### src/rtl/instr_encoder_loader.sv
// Encodes decoded instruction descriptors into RV32I words and writes them
// sequentially into instruction memory, one word every two cycles.
module instr_encoder_loader #(
    parameter int ADDR_W = 9
) (
    input  logic              clk,
    input  logic              reset,
    input  logic              in_valid,
    output logic              in_ready,
    input  logic [3:0]        in_class,
    input  logic [2:0]        in_funct3,
    input  logic [6:0]        in_funct7,
    input  logic [4:0]        in_rd,
    input  logic [4:0]        in_rs1,
    input  logic [4:0]        in_rs2,
    input  logic [31:0]       in_imm,
    input  logic              in_last,
    input  logic              restart,
    output logic              mem_we,
    output logic [ADDR_W-1:0] mem_addr,
    output logic [31:0]       mem_wdata,
    output logic [ADDR_W:0]   count,
    output logic              done,
    output logic              err,
    output logic [1:0]        err_cause
);

    localparam int DEPTH = 2 ** ADDR_W;
    localparam logic [ADDR_W:0] LAST_SLOT = (ADDR_W + 1)'(DEPTH - 1);

    typedef enum logic [1:0] {
        S_LOAD,
        S_WRITE,
        S_DONE,
        S_ERR
    } state_t;

    state_t              r_state;
    state_t              w_nextState;
    logic [ADDR_W-1:0]   r_memAddr;
    logic [31:0]         r_memWdata;
    logic [ADDR_W:0]     r_count;
    logic                r_term;
    logic                r_done;
    logic                r_err;
    logic [1:0]          r_errCause;
    logic [31:0]         w_encoded;
    logic [11:0]         w_immUpper;
    logic                w_accept;
    logic                w_legal;
    logic                w_term;
    logic                w_lastSlot;

    assign w_accept   = in_valid && (r_state == S_LOAD);
    assign w_legal    = (in_class <= 4'd8);
    assign w_term     = in_last || (in_class == 4'd8);
    assign w_lastSlot = (r_count == LAST_SLOT);

    // Shift-immediate forms carry funct7 in the upper immediate bits.
    assign w_immUpper = ((in_funct3 == 3'b001) || (in_funct3 == 3'b101)) ?
                        {in_funct7, in_imm[4:0]} : in_imm[11:0];

    always_comb begin
        w_encoded = '0;
        case (in_class)
            4'd0: w_encoded = {in_funct7, in_rs2, in_rs1, in_funct3, in_rd, 7'b0110011};
            4'd1: w_encoded = {w_immUpper, in_rs1, in_funct3, in_rd, 7'b0010011};
            4'd2: w_encoded = {in_imm[31:12], in_rd, 7'b0110111};
            4'd3: w_encoded = {in_imm[11:0], in_rs1, 3'b010, in_rd, 7'b0000011};
            4'd4: w_encoded = {in_imm[11:5], in_rs2, in_rs1, 3'b010, in_imm[4:0], 7'b0100011};
            4'd5: w_encoded = {in_imm[12], in_imm[10:5], in_rs2, in_rs1, in_funct3,
                               in_imm[4:1], in_imm[11], 7'b1100011};
            4'd6: w_encoded = {in_imm[20], in_imm[10:1], in_imm[11], in_imm[19:12],
                               in_rd, 7'b1101111};
            4'd7: w_encoded = {in_imm[11:0], in_rs1, 3'b000, in_rd, 7'b1100111};
            4'd8: w_encoded = 32'h0000_0001;
            default: w_encoded = '0;
        endcase
    end

    always_ff @(posedge clk or posedge reset) begin
        if (reset) begin
            r_state <= S_LOAD;
        end else begin
            r_state <= w_nextState;
        end
    end

    always_comb begin
        w_nextState = r_state;
        case (r_state)
            S_LOAD: begin
                if (w_accept) begin
                    w_nextState = w_legal ? S_WRITE : S_ERR;
                end
            end
            S_WRITE: begin
                if (r_term) begin
                    w_nextState = S_DONE;
                end else if (w_lastSlot) begin
                    w_nextState = S_ERR;
                end else begin
                    w_nextState = S_LOAD;
                end
            end
            S_DONE, S_ERR: begin
                if (restart) begin
                    w_nextState = S_LOAD;
                end
            end
            default: w_nextState = S_LOAD;
        endcase
    end

    // Address and data are captured at the handshake so they hold after WRITE.
    always_ff @(posedge clk or posedge reset) begin
        if (reset) begin
            r_memAddr  <= '0;
            r_memWdata <= '0;
            r_count    <= '0;
            r_term     <= 1'b0;
            r_done     <= 1'b0;
            r_err      <= 1'b0;
            r_errCause <= 2'b00;
        end else begin
            case (r_state)
                S_LOAD: begin
                    if (w_accept) begin
                        if (w_legal) begin
                            r_memAddr  <= r_count[ADDR_W-1:0];
                            r_memWdata <= w_encoded;
                            r_term     <= w_term;
                        end else begin
                            r_err      <= 1'b1;
                            r_errCause <= 2'b01;
                        end
                    end
                end
                S_WRITE: begin
                    r_count <= r_count + (ADDR_W + 1)'(1);
                    if (r_term) begin
                        r_done <= 1'b1;
                    end else if (w_lastSlot) begin
                        r_err      <= 1'b1;
                        r_errCause <= 2'b10;
                    end
                end
                S_DONE, S_ERR: begin
                    if (restart) begin
                        r_count    <= '0;
                        r_done     <= 1'b0;
                        r_err      <= 1'b0;
                        r_errCause <= 2'b00;
                    end
                end
                default: ;
            endcase
        end
    end

    assign in_ready  = (r_state == S_LOAD);
    assign mem_we    = (r_state == S_WRITE);
    assign mem_addr  = r_memAddr;
    assign mem_wdata = r_memWdata;
    assign count     = r_count;
    assign done      = r_done;
    assign err       = r_err;
    assign err_cause = r_errCause;

endmodule

### config.mk
export PLATFORM = sky130hd
export DESIGN_NAME = instr_encoder_loader
export DESIGN_NICKNAME = d
export VERILOG_FILES = /design/src/rtl/instr_encoder_loader.sv
export SDC_FILE = /design/constraint.sdc
export NUM_CORES = 1
export LEC_CHECK = 0
export CAP_MARGIN = 5
export CELL_PAD_IN_SITES_DETAIL_PLACEMENT = 0
export CELL_PAD_IN_SITES_GLOBAL_PLACEMENT = 1
export CORE_MARGIN = 5
export CORE_UTILIZATION = 50
export CTS_BUF_LIST = sky130_fd_sc_hd__clkbuf_8 sky130_fd_sc_hd__clkbuf_16
export DETAILED_ROUTE_END_ITERATION = 8
export DONT_BUFFER_PORTS = 1
export GPL_TIMING_DRIVEN = 1
export PLACE_DENSITY_LB_ADDON = 0.1
export SKIP_LAST_GASP = 1
export SYNTH_ARGS = -nofsm -noshare
export SYNTH_HDL_FRONTEND = slang
export SYNTH_SLANG_ARGS = --single-unit
### constraint.sdc
create_clock -name clk -period 4.4 [get_ports clk]
set_clock_uncertainty 0.2 [all_clocks]
set_input_delay 0 -clock clk [delete_from_list [all_inputs] [get_ports clk]]
set_output_delay 0 -clock clk [all_outputs]
set_load 0.02 [all_outputs]
[Yosys cells after proc, flatten, opt, wreduce, memory -nomap -nowiden]
Cells that the tools add are included.
Operators by class
  $add $sub $neg: 1
  $lt $le $gt $ge: 1
  equality and inequality tests: 20
  multiplexer cells: 23
  reductions and logical operators: 12
Operators with widths (number)
  case mux 32 bit (9 select lines): 1
  case mux 10 bit (2 select lines): 1
  2-to-1 mux 2 bit: 9
  equality test 4 x 3 -> 1 bit, second input constant: 4
  2-to-1 mux 12 bit: 1
  case mux 2 bit (3 select lines): 2
  adder 10 x 1 -> 10 bit, second input constant: 1
  equality test 10 x 9 -> 1 bit, second input constant: 1
  2-to-1 mux 10 bit: 1
  equality test 4 x 2 -> 1 bit, second input constant: 2
  2-to-1 mux 1 bit: 6
  inequality test 2 x 1 -> 1 bit, second input constant: 3
  inequality test 2 bit, second input constant: 3
  AND reduction 3 bit: 2
  AND reduction 5 bit: 1
  equality test 2 bit, second input constant: 2
  equality test 4 x 1 -> 1 bit, second input constant: 1
  equality test 4 bit, second input constant: 1
  less-or-equal comparator 4 bit, second input constant: 1
  logical NOT 4 bit: 1
  AND reduction 2 bit: 2
  equality test 3 x 1 -> 1 bit, second input constant: 1
  equality test 3 bit, second input constant: 1
  case mux 1 bit (3 select lines): 1
  other kinds (7): 8
Storage, ports and cells
  register bits after elaboration: 58
  bits of input ports: 66
  output and inout port bits: 57
  logic and storage cells: 65

[Longest topological paths before layout]
Gate-level depths: netlist of the first run.
  word-level depth: 4
  gate-level depth with buffers: 7
  mapped depth without buffers: 5

[Worst setup path after synthesis of the first run]
Ideal clock, no wire load.
  path kind: reg2reg
  from: register r_count[4], in the netlist count[4]
  to: register r_errCause[0], in the netlist err_cause[0]
  setup time: 0.126 ns
  data arrival time: 1.431 ns
  data required time: 4.074 ns
  path slack: 2.643 ns
  cell stages (with the launch flop): 5
  path buffers: 0
  clock period less this slack: 1.757 ns
  path through: dfrtp_1 nand4_2 or4_4 nand3b_1 nand3_1
Between the ends
  longest elaborated chain between the ends: 3
RTL lines
  start: declaration: line 42  | logic [ADDR_W:0] r_count;
  start signal: assignment: line 140  | r_count <= r_count + (ADDR_W + 1)'(1);
  equality test 10 x 9 -> 1 bit: line 57  | assign w_lastSlot = (r_count == LAST_SLOT);
  inequality test 2 x 1 -> 1 bit (no source line)
  AND reduction 5 bit (no source line)
  end signal: assignment: line 124  | r_errCause <= 2'b00;
  end signal: assignment: line 135  | r_errCause <= 2'b01;
  end signal: assignment: line 145  | r_errCause <= 2'b10;
  end: declaration: line 46  | logic [1:0] r_errCause;
Every way passes these cells.
A chain may end at the register's enable or synchronous reset.

[Worst setup path after layout of the first run]
  from: input port in_class[2]
  to: register r_memWdata[20], in the netlist mem_wdata[20]
Between the ends
  longest elaborated chain between the ends: 2
  elaborated cells on any way between the ends: 12
  those cells by class: order compare: 1; eq/ne: 8; mux: 1; reduce/logical: 2
RTL lines
  start: declaration: line 10  | input logic [3:0] in_class,
  less-or-equal comparator 4 bit, or another cell as far along: line 55  | assign w_legal = (in_class <= 4'd8);
  AND reduction 3 bit (no source line) / case mux 32 bit (9 select lines) (equally long branches)
  end signal: assignment: line 131  | r_memWdata <= w_encoded;
  end: declaration: line 41  | logic [31:0] r_memWdata;
Parallel ways exist; a longest one is shown, timed or not.

==> metrics.cfg, run 1 <==
[sta]
tightest_slew_ns=1.16
period_minus_slack_ns=3.26
fmax_mhz=307
setup_viol=0
report.final.slew_viol_count=0
hold_viol=0
hold_ws_ns=0.0673
setup_tns_ns=0
rsz0062_at_grt=false
setup_ws_ns=1.14
relSlewSlack=0.225
timing.final.crit_share=0.741

[clock_tree]
clockBufferDepth=2
cts_resized=0
cts_sinks=58
postCtsSetupRepairBufs=0
cts_tree=built
ctsHoldBuffers=56
clk_pin_slew_ns=0.07
h-tree-depth=3
insertion_delay_ns=0.34
ctsRootBufferMaster=clkbuf_8
cts_made_buffers=9

[power_and_ir_drop]
irDropWorstVdd_mv=0.347
powerDensity_nw_per_um2=561
p_leak_nw=1.57

[route]
via_count=2444
wl_per_cell_um=20.2
drc_errors=0
drt_iter0_drc=121
wl_met2_mm=3.81
dr_wl_met3_um=737
vias_per_cell=5.92
highest_layer=met4
ant_nets=0
first_pass_iters=5
wl_met1_mm=3.65
routed_wl_mm=8.34

[synth]
synth_nets=351
async_reset_ff_frac=1.00
synth-seq-cells=58
synth_edf_count=0
ys.flop_type=dfrtp_1
synth.avg_cell_area_um2=10.3
synth_cell_types=54
synth_warnings=0
synth_cells=284
syn_area_um2=2930
ys_seq_area_frac=0.495

[grt]
grt_pass1_vias=2451
grt_pass1_wl_mm=12.9
track_usage=0.222
antenna_found_initial=0
grt_max_degree=68
globalRouteOverflowTotal=0

[worst_setup_path]
cp.required_ns=4.43
arrival_ns=3.29
critPathMaxFanout=15
crit_type=in -> reg
endpoint_kind=flop
cp-start-kind=input port

[floorplanning]
die_width_um=86.6
die_y_um=86.6
die-area_um2=7500
row_count=28
io_pins=123
initial_utilization=0.505
core-area_um2=5820

[job]
cap_violations=0

[cells_and_area]
postLayoutCoreUtil=0.643
antennaDiodeCount=0
drive_gt1_frac=0.124
fin_nets=400
fillerInstances=500
area.growth.synth_to_final_pct=27.4

[worst_hold_path]
hold_path.class=in -> reg

[placement]
dp_hpwl_mm=5.12
place_congestion=0.776
io_buffers=0
pre_cts_slack_ns=2.35

[outcome]
status=finished clean

## per-layer routing
layer,up-vias,global-route usage
met5,-,0
li1,1156,-
met2,105,0.324
met3,14,0.0817
met4,0,0.0765
met1,1169,0.304
## worst paths after layout
| path | slack [ns] | to | cells after the start | start |
|---|---|---|---|---|
| max | 1.14 | mem_wdata[20] | 8 | in_class[2] |
| min | 0.07 | mem_wdata[2] | 3 | in_class[2] |
| max reg2reg | 1.92 | mem_wdata[15] | 5 | r_state[1] |
| min reg2reg | 0.40 | r_term | 2 | r_term |
| max in group asynchronous | 3.39 | mem_wdata[8] | 3 | reset |
| min in group asynchronous | 0.12 | mem_wdata[0] | 3 | reset |
## cell type report
cell class                      count  area [µm²]  share of cell area
Sequential cell                    58        1450               0.388
Multi-Input combinational cell    200        1370               0.366
Clock buffer                       10         138              0.0368
Tap cell                           75        93.8              0.0251
Timing Repair Buffer               58         576               0.154
Clock inverter                      6        88.8              0.0238
Inverter                            6        22.5             0.00603
## cell usage in the layout, fill, tap and decap left out, types with 2 or more instances in the layout
cell type / Yosys / layout
a222oi_1: 6 / 6
dlygate4sd3_1: 0 / 56
xor2_1: 2 / 2
nor3_2: 2 / 2
inv_2: 1 / 2
a32oi_1: 7 / 7
nand3_1: 3 / 3
dfrtp_1: 58 / 58
a211o_1: 2 / 2
bufinv_16: 0 / 2
a22o_1: 4 / 4
o31ai_1: 11 / 11
nand2b_1: 8 / 8
or3_1: 2 / 2
a2bb2oi_1: 6 / 6
nand2_1: 38 / 38
nor3_1: 3 / 3
nand3b_1: 2 / 2
mux2_2: 9 / 9
inv_1: 5 / 4
xnor2_1: 4 / 4
a21oi_1: 4 / 4
nor2_1: 14 / 14
clkbuf_8: 0 / 10
nor3b_1: 2 / 2
clkinvlp_4: 0 / 2
nor2b_1: 4 / 4
o21ai_0: 13 / 13
and2_1: 2 / 2
mux2i_1: 8 / 8
o21ai_1: 14 / 14
a22oi_1: 7 / 7
buf_4: 3 / 2
## state kept, by name, indices dropped and copies added, names as in the netlist
register and count:
mem_wdata 32, count 10, mem_addr 9, err_cause 2, r_state 2, done 1
err 1, r_term 1
## cells by family after synthesis
| group | after synthesis | share of synthesized area |
|---|---|---|
| and+or+nand+nor | 90 | 0.165 |
| AOI/OAI and AO/OA | 86 | 0.214 |
| muxes | 17 | 0.0618 |
| adders and majority gates | 1 | 0.00426 |
| DFF | 58 | 0.495 |
| xor gates and xnor gates | 6 | 0.0179 |
| buffers and inverters | 26 | 0.0418 |
## where the power goes
group          leakage, nW  internal (mW)  switching [mW]
clock network        0.109          0.335           0.229
registers            0.760          0.714           0.388
logic                0.701          0.203           0.230
total                 1.57           1.25           0.846
## per-stage QoR
| step | std cells | area [µm²] | total power, mW |
|---|---|---|---|
| floorplan | 284 | 2930 | 1.38 |
| global placement | 341 | 2950 | 1.46 |
| detailed placement | 341 | 2950 | 1.48 |
| CTS | 413 | 3740 | 2.11 |
| global route | 413 | 3740 | 2.22 |
| finish | 413 | 3740 | 2.10 |
## critical path, cell delays in order
cell	delay (ns)
dlygate4sd3_1	0.98
nor2b_1	0.11
dlygate4sd3_1	0.62
a32oi_1	0.16
dlygate4sd3_1	0.57
o211ai_1	0.08
dlygate4sd3_1	0.56
a22o_1	0.20
## Yosys cell counts (5+ instances only)
cell | n | area share
o21ai_0 | 13 | 0.022
mux2_2 | 9 | 0.035
inv_1 | 5 | 0.0064
nor2_1 | 14 | 0.018
o21ai_1 | 14 | 0.024
nand2b_1 | 8 | 0.017
a32oi_1 | 7 | 0.021
a222oi_1 | 6 | 0.020
a2bb2oi_1 | 6 | 0.018
clkbuf_1 | 6 | 0.0077
o31ai_1 | 11 | 0.028
mux2i_1 | 8 | 0.027
a22oi_1 | 7 | 0.018
dfrtp_1 | 58 | 0.49
nand2_1 | 38 | 0.049
buf_2 | 11 | 0.019
Power figures use the tool's default switching activity.
==> run 2: changes to the inputs <==
Settings changed: ABC_AREA set to 1, CORE_UTILIZATION 50 to 43.
Clock period 4.4 ns to 3 ns, I/O delays scaled along.
==> run 2 against run 1 <==
- synthesized cell count increased by 54%
- global-route usage increased by 0.85 points
- largest power group unchanged
- combinational power grew 120%
- sequential share of layout area decreased by 4.0 points
- highest routed layer unchanged
==> metrics.cfg, run 2 <==
[route]
ant_nets=0  ; unchanged
vias_per_cell=5.15  ; was 5.92
routed_wl_mm=9.77  ; was 8.34 mm
via_count=3195  ; was 2444
drt_iter0_drc=147  ; was 121
drc_errors=0  ; unchanged
wl_per_cell_um=15.8  ; was 20.2 µm
first_pass_iters=5  ; unchanged

[sta]
relSlewSlack=0.440  ; was 0.225
setup_tns_ns=0  ; unchanged
fmax_mhz=345
hold_viol=0  ; unchanged
tightest_slew_ns=0.837  ; was 1.16 ns
setup_ws_ns=0.101  ; was 1.14 ns
rsz0062_at_grt=false  ; unchanged
period_minus_slack_ns=2.90
setup_viol=0  ; unchanged
report.final.slew_viol_count=0  ; unchanged
timing.final.crit_share=0.966

[synth]
async_reset_ff_frac=1.00  ; unchanged
synth_edf_count=0  ; unchanged
yosysTopAreaCellShare=0.468  ; was 0.495
ys_seq_area_frac=0.468  ; was 0.495
synth_cell_types=23  ; was 54
synth.avg_cell_area_um2=7.09  ; was 10.3 µm²
synth_warnings=0  ; unchanged
yosysMostFrequentCell=nand2_1  ; was dfrtp_1
synth_nets=504  ; was 351
synth_top_area_cell=dfrtp_1  ; unchanged
synth_cells=437  ; was 284
ys.flop_type=dfrtp_1  ; unchanged
synth_common_cells=nand2_1 (197), dfrtp_1 (58), nor2_1 (39)  ; was dfrtp_1 (58), nand2_1 (38), nor2_1 (14), o21ai_1 (14), o21ai_0 (13)
syn_area_um2=3100  ; was 2930 µm²
synth-seq-cells=58  ; unchanged
synth_area_leaders=dfrtp_1 (47%), nand2_1 (24%), nand3_1 (4.8%), nor2_1 (4.7%), nand4_1 (3.2%)  ; was dfrtp_1 (49%), nand2_1 (4.9%), mux2_2 (3.5%), o31ai_1 (2.8%), mux2i_1 (2.7%)

[cells_and_area]
area.growth.synth_to_final_pct=34.4  ; was 27.4%
drive_gt1_frac=0.0653  ; was 0.124
fillerInstances=701  ; was 500
largest_register_ff_count=32  ; unchanged
fin_nets=583  ; was 400
layout_common_cells=nand2_1 (197), dlygate4sd3_1 (77), dfrtp_1 (58), nor2_1 (39), nand3_1 (30)  ; was dfrtp_1 (58), dlygate4sd3_1 (56), nand2_1 (38), nor2_1 (14), o21ai_1 (14)
final_common_cell=nand2_1  ; was dfrtp_1
antennaDiodeCount=0  ; unchanged

[worst_setup_path]
reg2reg_depth=7  ; was 5
endpoint=mem_wdata[31]  ; was mem_wdata[20]
crit_type=in -> reg  ; unchanged
arrival_ns=2.95  ; was 3.29 ns
startpoint=in_class[3]  ; was in_class[2]
cp-start-kind=input port  ; unchanged
cp.required_ns=3.05  ; was 4.43 ns
regToRegSetupSlack_ns=0.41  ; was 1.92 ns
endpoint_kind=flop  ; unchanged
critPathMaxFanout=15  ; unchanged
r2r_end=mem_wdata[18]  ; was mem_wdata[15]
r2r-start=r_state[1]  ; unchanged

[power_and_ir_drop]
internal_power_mw=1.91  ; was 1.25 mW
powerDensity_nw_per_um2=825  ; was 561 nW/µm²
pwr-share-comb=0.274  ; was 0.206
power.switching_mw=1.52  ; was 846 µW
power_mw=3.44  ; was 2.10 mW
power_frac_seq=0.510  ; was 0.525
p_leak_nw=2.01  ; was 1.57 nW
sw_frac_of_total=0.444  ; was 0.404
irDropWorstVdd_mv=0.425  ; was 0.347 mV
pwr-share-clk=0.215  ; was 0.269

[placement]
io_buffers=0  ; unchanged
place_congestion=0.824  ; was 0.776
dp_hpwl_mm=6.67  ; was 5.12 mm
pre_cts_slack_ns=0.844  ; was 2.35 ns

[grt]
grt_max_degree=40  ; was 68
track_usage=0.230  ; was 0.222
antenna_found_initial=0  ; unchanged
globalRouteOverflowTotal=0  ; unchanged
grt_pass1_wl_mm=16.2  ; was 12.9 mm
grt_pass1_vias=3369  ; was 2451

[clock_tree]
cts_made_buffers=9  ; unchanged
ctsRootBufferMaster=clkbuf_8  ; unchanged
clockBufferDepth=2  ; unchanged
h-tree-depth=3  ; unchanged
cts_sinks=58  ; unchanged
cts_tree=built  ; unchanged
insertion_delay_ns=0.34  ; about the same
postCtsSetupRepairBufs=0  ; unchanged
clk_pin_slew_ns=0.08  ; was 0.07 ns

[floorplanning]
die-area_um2=9010  ; was 7500 µm²
die_y_um=94.9  ; was 86.6 µm
initial_utilization=0.434  ; was 0.505
core-area_um2=7140  ; was 5820 µm²
die_width_um=94.9  ; was 86.6 µm
row_count=31  ; was 28
io_pins=123  ; unchanged

[worst_hold_path]
hold_path.class=in -> async  ; was in -> reg

[job]
cap_violations=0  ; unchanged

[outcome]
status=finished clean  ; unchanged

[run 2: changes by cell type after synthesis, sizes merged, moves of 7 or more]
cell	delta
mux2i	-8
nand2	+160
nor2	+30
nand3	+27
o31ai	-11
a22oi	-7
a31oi	+10
nand4	+14
nand2b	-8
o21ai	-8
inv	+24
a32oi	-7
mux2	-9
[run 2: logic make-up after synthesis]
kind of cell / share of synthesized area
AND/OR/NAND/NOR: 0.392
flip-flops: 0.468
buffers and inverters: 0.0585
AO/OA/AOI/OAI: 0.0747
XOR/XNOR: 0.00283
adder cells (fa/ha/maj): 0.00403
[run 2: layer usage]
layer	vias up	wire, µm	GRT usage
met2	116	4820	0.396
li1	1560	-	-
met4	0	276	0.0962
met1	1499	3860	0.260
met5	-	0	0
met3	20	809	0.0789
[run 2: cell type report]
| type | instances | area, µm² | area share |
|---|---|---|---|
| Clock inverter | 6 | 66.3 | 0.0159 |
| Tap cell | 99 | 124 | 0.0297 |
| Inverter | 30 | 114 | 0.0273 |
| Sequential cell | 58 | 1450 | 0.348 |
| Clock buffer | 10 | 138 | 0.0330 |
| Multi-Input combinational cell | 336 | 1470 | 0.352 |
| Timing Repair Buffer | 81 | 806 | 0.193 |
[run 2: what timing repair did]
action                                 4_1_cts  5_1_grt
hold buffers                                78        0
setup endpoints to repair                    0        1
endpoints found under the hold margin       87        0
gates resized for setup                      0        2
[run 2: how the worst min path moves through the flow]
stage	startpoint	endpoint	slack (ns)	cells past startpoint
detailed placement	reset	mem_wdata[15]	-0.09	1
global route	reset	mem_addr[2]	0.17	2
finish	reset	mem_addr[2]	0.1	2
CTS	reset	mem_addr[2]	0.13	2
floorplan	in_last	r_term	-0.07	2
global placement	reset	mem_wdata[19]	-0.11	1
[run 2: stage by stage]
| stage | hold WS, ns | instances | utilization | instance area [µm²] |
|---|---|---|---|---|
| 2_1_floorplan | -0.0677 | 437 | - | 3100 |
| 3_3_place_gp | -0.111 | 526 | 0.445 | 3180 |
| 3_5_place_dp | -0.0920 | 526 | 0.445 | 3180 |
| 4_1_cts | 0.127 | 620 | 0.583 | 4160 |
| 5_1_grt | 0.165 | 620 | 0.584 | 4170 |
| 6_report | 0.0967 | 620 | 0.584 | 4170 |
[run 2: worst max-delay path, cell delays in order]
cell	delay (ns)
dlygate4sd3_1	0.69
clkinv_2	0.26
nand2_1	0.18
nor2_2	0.30
nand3_1	0.11
nand2_1	0.09
dlygate4sd3_1	0.55
nor2_1	0.04
dlygate4sd3_1	0.55
a21oi_1	0.17
[run 2: power groups by stage]
| stage | combinational [mW] | clock [mW] | sequential, mW |
|---|---|---|---|
| 2_1_floorplan | 0.604 | 0 | 1.67 |
| 3_3_place_gp | 0.712 | 0 | 1.76 |
| 3_5_place_dp | 0.730 | 0 | 1.77 |
| 4_1_cts | 0.930 | 0.760 | 1.76 |
| 5_1_grt | 1.09 | 0.795 | 1.80 |
| 6_report | 0.942 | 0.740 | 1.75 |
==> run 3: changes to the inputs <==
Settings changed: CELL_PAD_IN_SITES_GLOBAL_PLACEMENT 1 to 2, CORE_UTILIZATION 43 to 33.
Clock period 3 ns to 3.25 ns, I/O delays scaled along.
==> run 3 against run 2 <==
- non-clock buffer count decreased by 1
- clock power decreased by 5.1%
- total power decreased by 6.7%
- wire length increased by 11%
- die area increased by 27%
- worst setup slack improved by 0.15 ns
- core utilization decreased by 13 points
- critical path depth increased by 2
- worst hold slack got worse by 0.069 ns
- sequential power decreased by 7%
- final area increased by 0.12%
- first-iteration DRC count decreased by 22%
- critical endpoint is now mem_wdata[14]
- largest cell class unchanged
==> metrics.cfg, run 3 (same netlist as run 2, synthesis figures left out) <==
[worst_hold_path]
hold_path.class=in -> reg  ; was in -> async
min_path_cells=4
hp-start=in_class[2]
min_to=mem_wdata[5]

[clock_tree]
clk_pin_slew_ns=0.07  ; was 0.08 ns
clockBufferDepth=2  ; unchanged
postCtsSetupRepairBufs=0  ; unchanged
cts_sinks=58  ; unchanged
ctsRootBufferMaster=clkbuf_8  ; unchanged
insertion_delay_ns=0.33  ; was 0.34 ns
cts_tree=built  ; unchanged
cts_made_buffers=9  ; unchanged
h-tree-depth=3  ; unchanged

[power_and_ir_drop]
power_mw=3.21  ; was 3.44 mW
pwr-share-comb=0.276  ; was 0.274
power.switching_mw=1.42  ; was 1.52 mW
powerDensity_nw_per_um2=769  ; was 825 nW/µm²
p_leak_nw=2.01  ; about the same
internal_power_mw=1.78  ; was 1.91 mW
pwr-share-clk=0.219  ; was 0.215
irDropWorstVdd_mv=0.310  ; was 0.425 mV
power_frac_seq=0.505  ; was 0.510
sw_frac_of_total=0.444  ; about the same

[grt]
antenna_found_initial=0  ; unchanged
track_usage=0.196  ; was 0.230
grt_pass1_vias=3282  ; was 3369
grt_pass1_wl_mm=17.3  ; was 16.2 mm
grt_max_degree=39  ; was 40
globalRouteOverflowTotal=0  ; unchanged

[floorplanning]
row_count=35  ; was 31
die-area_um2=11400  ; was 9010 µm²
die_y_um=107  ; was 94.9 µm
io_pins=123  ; unchanged
die_width_um=107  ; was 94.9 µm
initial_utilization=0.337  ; was 0.434
core-area_um2=9200  ; was 7140 µm²

[placement]
dp_hpwl_mm=7.61  ; was 6.67 mm
place_congestion=0.789  ; was 0.824
io_buffers=0  ; unchanged

[worst_setup_path]
cpMostUsedCell=nand2_1  ; was dlygate4sd3_1
endpoint_kind=flop  ; unchanged
r2r_end=mem_wdata[18]  ; unchanged
critical_path.top_delay_family=buffers and inverters  ; unchanged
crit_type=in -> reg  ; unchanged
path_cells=dlygate4sd3_1 > inv_4 > nand2_1 > nor2_2 > nand2_1 > o21ai_0 > nand2_1 > dlygate4sd3_1 > nand2_1 > dlygate4sd3_1 > nand2_1 > nand2_1  ; was dlygate4sd3_1 > clkinv_2 > nand2_1 > nor2_2 > nand3_1 > nand2_1 > dlygate4sd3_1 > nor2_1 > dlygate4sd3_1 > a21oi_1
critPathMaxFanout=15  ; unchanged
r2r-start=r_state[1]  ; unchanged
critical_path_buf_inv_count=4  ; unchanged
slowest_delay_ns=0.73  ; was 0.69 ns
reg2reg_depth=7  ; unchanged
cp.required_ns=3.32  ; was 3.05 ns
regToRegSetupSlack_ns=0.67  ; was 0.41 ns
cp-start-kind=input port  ; unchanged
arrival_ns=3.07  ; was 2.95 ns
cp_slowest_cell=dlygate4sd3_1  ; unchanged

[route]
routed_wl_mm=10.9  ; was 9.77 mm
ant_nets=0  ; unchanged
wl_per_cell_um=17.3  ; was 15.8 µm
first_pass_iters=9  ; was 5
vias_per_cell=5.01  ; was 5.15
drc_errors=0  ; unchanged
via_count=3159  ; was 3195
drt_iter0_drc=115  ; was 147

[job]
cap_violations=0  ; unchanged

[cells_and_area]
final_common_cell=nand2_1  ; unchanged
fillerInstances=980  ; was 701
largest_register_ff_count=32  ; unchanged
multi_input_area_um2=1470  ; unchanged
layout_common_cells=nand2_1 (197), dlygate4sd3_1 (77), dfrtp_1 (58), nor2_1 (39), nand3_1 (30)  ; unchanged
area.growth.synth_to_final_pct=34.5  ; was 34.4%
drive_gt1_frac=0.0635  ; was 0.0653
fin_nets=582  ; was 583
regArea_um2=1450  ; unchanged
antennaDiodeCount=0  ; unchanged

[sta]
rsz0062_at_grt=false  ; unchanged
hold_viol=0  ; unchanged
setup_tns_ns=0  ; unchanged
tightest_slew_ns=0.869  ; was 0.837 ns
timing.final.crit_share=0.923
hold_ws_ns=0.0275  ; was 0.0967 ns
setup_viol=0  ; unchanged
period_minus_slack_ns=3.00
fmax_mhz=333
relSlewSlack=0.420  ; was 0.440
report.final.slew_viol_count=0  ; unchanged

[outcome]
status=finished clean  ; unchanged

==> run 3: cell type report <==
class,instances,area share
multi-input cells,336,0.352
flip-flops and latches,58,0.348
repair buffers,80,0.190
clock buffers,11,0.0363
well taps,111,0.0333
inverters,30,0.0276
clock inverters,5,0.0129
==> run 3: how the worst max path moves through the flow <==
stage	start	endpoint	slack [ns]	cells after the start
2_1_floorplan	r_state[1]	mem_wdata[7]	1.52	8
3_3_place_gp	r_state[1]	mem_wdata[1]	1.16	6
3_5_place_dp	r_state[1]	mem_addr[8]	1.05	6
4_1_cts	in_class[3]	mem_wdata[12]	0.15	12
5_1_grt	in_class[3]	mem_wdata[14]	0.006	12
6_report	in_class[3]	mem_wdata[14]	0.25	12
==> run 3: timing repair <==
action	4_1_cts	5_1_grt
endpoints found under the hold margin	87	0
hold buffers	77	0
endpoints found under the setup margin	0	2
gates resized for setup	0	2
==> run 3: stage by stage <==
stage	area [µm²]	cells	setup slack, ns	util
6_report	4170	631	0.251	0.454
5_1_grt	4170	631	0.00644	0.454
4_1_cts	4170	631	0.150	0.453
3_5_place_dp	3190	538	1.05	0.347
3_3_place_gp	3190	538	1.16	0.347
2_1_floorplan	3100	437	1.52	-
==> run 3: worst reg2reg max path, cell delays in order (launching register included) <==
cell,delay [ns]
dfrtp_1,0.45
nor2_4,0.27
nand2_1,0.14
nor2_4,0.39
buf_4,0.28
nor2_1,0.06
a31oi_1,0.16
dlygate4sd3_1,0.58
==> run 3: power groups by stage <==
stage	clock, mW	sequential [mW]	combinational (mW)
finish	0.702	1.62	0.885
global route	0.750	1.67	0.999
CTS	0.720	1.63	0.878
detailed placement	0	1.64	0.689
global placement	0	1.64	0.682
floorplan	0	1.54	0.558
==> run 3: routing by layer <==
layer | track usage | wire length, µm | up-vias
li1 | - | - | 1559
met1 | 0.249 | 4820 | 1483
met2 | 0.312 | 4970 | 106
met3 | 0.0765 | 963 | 11
met4 | 0.0521 | 142 | 0
met5 | 0 | 0 | -
